--- src/rtl/gate_pkg.sv ---
// Shared encodings for the gate truth-table sequencer: gate function select and FSM states.
package gate_pkg;

   typedef enum logic [2:0] {
      MODE_OR   = 3'b000,
      MODE_AND  = 3'b001,
      MODE_XOR  = 3'b010,
      MODE_NOR  = 3'b011,
      MODE_NAND = 3'b100,
      MODE_XNOR = 3'b101
   } mode_e;

   typedef enum logic [1:0] {
      IDLE = 2'd0,
      RUN  = 2'd1,
      DONE = 2'd2
   } state_e;

   // A hold counter needs at least one bit even when each step lasts a single cycle.
   function automatic int unsigned hold_width(input int unsigned steps);
      return (steps > 1) ? $clog2(steps) : 1;
   endfunction

endpackage

--- src/rtl/gate_reduce.sv ---
// Combinational N-input gate: applies the selected reduction operator to a vector.
module gate_reduce
   import gate_pkg::*;
#(
   parameter int unsigned WIDTH = 2
) (
   input  logic [WIDTH-1:0] vec_i,
   input  logic [2:0]       mode_i,
   output logic             y_o
);

   always_comb begin
      y_o = 1'b0;
      case (mode_i)
         MODE_OR:   y_o = |vec_i;
         MODE_AND:  y_o = &vec_i;
         MODE_XOR:  y_o = ^vec_i;
         MODE_NOR:  y_o = ~|vec_i;
         MODE_NAND: y_o = ~&vec_i;
         MODE_XNOR: y_o = ~^vec_i;
         default:   y_o = 1'b0;
      endcase
   end

endmodule

--- src/rtl/gate_truth_table.sv ---
// Self-sequencing gate evaluator: sweeps every input combination, holds each for
// STEP_CYCLES cycles and records the gate's truth table (truth_table, since "table" is reserved).
module gate_truth_table
   import gate_pkg::*;
#(
   parameter int unsigned INPUT_SIZE  = 2,
   parameter int unsigned STEP_CYCLES = 1
) (
   input  logic                       clk,
   input  logic                       rst,
   input  logic                       start,
   input  logic [2:0]                 mode,
   output logic                       busy,
   output logic                       done,
   output logic [INPUT_SIZE-1:0]      inputs,
   output logic                       gate_out,
   output logic [2**INPUT_SIZE-1:0]   truth_table
);

   localparam int unsigned TW = 2**INPUT_SIZE;
   localparam int unsigned HW = hold_width(STEP_CYCLES);
   localparam logic [HW-1:0] HOLD_LAST = HW'(STEP_CYCLES - 1);

   state_e                state_q;
   logic [2:0]            mode_q;
   logic [INPUT_SIZE-1:0] idx_q;
   logic [HW-1:0]         hold_q;
   logic [TW-1:0]         table_q;
   logic                  busy_q;
   logic                  done_q;
   logic                  cap_bit;
   logic                  last_hold;

   assign last_hold = (hold_q == HOLD_LAST);

   // idx stays at all-ones through DONE and is only cleared on the way back to IDLE.
   always_ff @(posedge clk or posedge rst) begin
      if (rst) begin
         state_q <= IDLE;
         mode_q  <= MODE_OR;
         idx_q   <= '0;
         hold_q  <= '0;
         table_q <= '0;
         busy_q  <= 1'b0;
         done_q  <= 1'b0;
      end else begin
         done_q <= 1'b0;
         case (state_q)
            IDLE: begin
               if (start) begin
                  state_q <= RUN;
                  busy_q  <= 1'b1;
                  mode_q  <= mode;
                  table_q <= '0;
                  idx_q   <= '0;
                  hold_q  <= '0;
               end
            end
            RUN: begin
               if (last_hold) begin
                  table_q[idx_q] <= cap_bit;
                  hold_q         <= '0;
                  if (idx_q == '1) begin
                     state_q <= DONE;
                     busy_q  <= 1'b0;
                     done_q  <= 1'b1;
                  end else begin
                     idx_q <= idx_q + 1'b1;
                  end
               end else begin
                  hold_q <= hold_q + 1'b1;
               end
            end
            DONE: begin
               state_q <= IDLE;
               idx_q   <= '0;
            end
            default: state_q <= IDLE;
         endcase
      end
   end

   gate_reduce #(.WIDTH(INPUT_SIZE)) u_out_gate (
      .vec_i  (idx_q),
      .mode_i (mode_q),
      .y_o    (gate_out)
   );

   gate_reduce #(.WIDTH(INPUT_SIZE)) u_cap_gate (
      .vec_i  (idx_q),
      .mode_i (mode_q),
      .y_o    (cap_bit)
   );

   assign inputs      = idx_q;
   assign busy        = busy_q;
   assign done        = done_q;
   assign truth_table = table_q;

endmodule

--- config.mk ---
export PLATFORM = sky130hd
export DESIGN_NAME = gate_truth_table
export DESIGN_NICKNAME = d
export VERILOG_FILES = /design/src/rtl/gate_pkg.sv /design/src/rtl/gate_reduce.sv /design/src/rtl/gate_truth_table.sv
export SDC_FILE = /design/constraint.sdc
export NUM_CORES = 1
export LEC_CHECK = 0
export CAP_MARGIN = 20
export CORE_AREA = 3 3 45 47
export DETAILED_ROUTE_END_ITERATION = 6
export DIE_AREA = 0 0 48 50
export PLACE_DENSITY = 0.69
export SLEW_MARGIN = 0
export SYNTH_ARGS = -nofsm -noshare
export SYNTH_HDL_FRONTEND = slang
export SYNTH_SLANG_ARGS = --single-unit
--- constraint.sdc ---
create_clock -name clk -period 1.6 [get_ports clk]
set_input_delay 0.32 -clock clk [delete_from_list [all_inputs] [get_ports clk]]
set_output_delay 0.32 -clock clk [all_outputs]
set_load 0.02 [all_outputs]
==> results.cfg <==
[outcome]
outcome = finished, violations left
violations = negative setup slack

[cells_and_area]
utilization = 0.610
nets = 115
nFillCells = 146
diodes = 0
design_area_um2 = 1030
drive_gt1_frac = 0.298
synthToLayoutAreaGrowth_pct = 46.4

[synthesis]
synthCells = 73
yosysTopAreaCell = dfrtp_1
synth_edf_count = 0
synth_common_cells = dfrtp_1 (13), o21ai_0 (9), nor2_1 (6)
ys_seq_elements = 13
syn_nets = 83
synthArstFlopShare = 1.00
synth_flop_cell = dfrtp_1
synth_cell_types = 21
netlist_area_um2 = 703
yosys-top-cells-area = dfrtp_1 (46%), ha_1 (7.1%), o21ai_0 (6.4%)
avgSynthCellArea_um2 = 9.63
synth-seq-area-share = 0.463
synth_warnings = 0
synth_most_common_cell = dfrtp_1
synth_top_area_frac = 0.463

[cts]
cts_tree = done
cts-root-buf = clkbuf_4
h-tree-depth = 1
cts.sinks = 13
ctsHoldBuffers = 0
clock_latency_ps = 280
path_clk_slew_ps = 80
clockBufferDepth = 2
cts-buffers-inserted = 3

[placed_design]
post-dp-hpwl_mm = 1.16
gp_congestion = 0.771
dpl_worst_slack_ps = -452
port_buffers = 14
placed_cell_area_um2 = 972

[power_and_ir_drop]
vdd_drop_max_mv = 1.20
p_leak_uw = 0.000485
power_density_nw_per_um2 = 2190

[grt]
grt_pass1_wl_mm = 2.48
grt_pass1_vias = 588
gr-total-overflow = 0
grt_max_degree = 17
antenna_found_initial = 0
grt_usage = 0.146

[sta]
max_freq_ghz = 0.514
period_share = 1.22
whs_ps = 351
skew_ps = 6.14
tightest_slew_ps = 496
period_needed_ps = 1950
worst_slack_ps = -346
finalHoldViolCount = 0
setup_viol = 1
rsz0062_at_grt = yes
drv_slew = 0
relSlewSlack = 0.669

[detailed_routing]
drt.antenna.violating_nets = 0
wirelength_mm = 1.52
wl_met3_um = 86
routed-wl-met2_um = 711
wl_met1_um = 697
drc_errors = 0
drt_pass1_iterations = 4
topRoutingLayerUsed = met4
drtIter0Drc = 14
num_vias = 623
wl_per_cell_um = 12.6
via_per_inst = 5.15

[floorplan]
chipWidth_um = 48
fp.coreArea_um2 = 1690
placementRows = 15
die_area_um2 = 2400
fp.dieH_um = 50
start_util = 0.416
pin_count = 15

[critical_path]
arrival_ps = 1630
crit_family = flip-flops
worstSetupPathType = reg2out
cp_max_fo = 3
critPathBufInv = 2
slowest_delay_ps = 430
critical_path.cell_chain = inv_2 -> ha_4 -> mux2i_4 -> nor2_1 -> a221o_1 -> buf_6
worst_setup_path_end_kind = primary output
critPathSlowestCell = dfrtp_2
required_ps = 1280
reg2reg_slack_ps = 30
cp-start-kind = register

[run]
max_cap_violations = 0

[hold_path]
holdCritPathClass = in2async
-- through the flow --
| stage | total power (µW) | std cells | setup TNS, ps |
|---|---|---|---|
| 5_1_grt | 2440 | 121 | -665 |
| 4_1_cts | 2180 | 121 | -381 |
| 2_1_floorplan | 1360 | 73 | -106 |
| 3_3_place_gp | 1920 | 115 | -454 |
| 3_5_place_dp | 1940 | 115 | -478 |
| 6_report | 2250 | 121 | -346 |
-- repair_timing --
action | CTS | global route
gates resized for setup | 8 | 7
hold endpoints to repair | 0 | 0
pin swaps | 1 | 3
endpoints found under the setup margin | 6 | 6
setup buffers | 2 | 0
-- sequential cells by signal, summed over array words and instances (netlist names) --
register	flops
state_q	2
truth_table	4
mode_q	3
busy	1
inputs	2
done	1
-- metal layers --
| metal | global-route usage | vias to the layer above |
|---|---|---|
| met3 | 0.0219 | 4 |
| met2 | 0.209 | 19 |
| met4 | 0.0807 | 0 |
| met1 | 0.203 | 282 |
| met5 | 0 | - |
| li1 | - | 318 |
-- where the power goes --
part,internal (µW),switching (µW)
logic,790,663
registers,470,122
clock network,96.9,112
-- final timing paths --
path	from	end	cells after the start
min in group clk	truth_table[2]$_DFFE_PP0P_	truth_table[2]$_DFFE_PP0P_	2
setup / recovery	inputs[1]$_DFFE_PP0P_	gate_out	6
max in group asynchronous	rst	inputs[1]$_DFFE_PP0P_	2
hold reg to reg	truth_table[2]$_DFFE_PP0P_	truth_table[2]$_DFFE_PP0P_	2
hold / removal	rst	state_q[0]$_DFFE_PP0P_	2
setup reg to reg	inputs[1]$_DFFE_PP0P_	truth_table[0]$_DFFE_PP0P_	7
-- cell usage in the layout, fill, tap and decap left out --
cell              n
a31oi_1           1
dlygate4sd2_1     2
dfrtp_2           2
ha_2              1
nand2_1           5
nor2b_1           2
clkbuf_1          1
o21ai_1           3
clkdlybuf4s50_1  10
buf_4            16
mux2i_1           2
dlymetal6s2s_1    1
ha_1              2
o21ai_0           6
and3_1            3
ha_4              1
a211oi_2          1
mux2_2            3
a221o_1           1
dfrtp_1          11
o32ai_1           1
nor2_1            6
a21oi_1           5
nor3_1            3
clkbuf_4          3
a22o_1            2
buf_6             1
nand2b_1          2
inv_2             2
mux2i_4           1
inv_1             3
o21a_1            1
-- logic make-up after synthesis --
group | Yosys count | synth area share
adder cells (fa/ha/maj) | 4 | 0.0712
flip-flops | 13 | 0.463
multiplexers | 6 | 0.0907
AO/OA/AOI/OAI | 21 | 0.189
AND/OR/NAND/NOR | 21 | 0.142
buffers and inverters | 8 | 0.0445
-- cell type report --
cell class	instances	area (µm²)	share of cell area
clock buffer	4	26.3	0.0255
tap	17	21.3	0.0207
sequential	13	328	0.318
timing repair buffer	30	262	0.254
inverter	5	18.8	0.0182
multi-input combinational	52	374	0.363
Power figures use the tool's default switching activity.
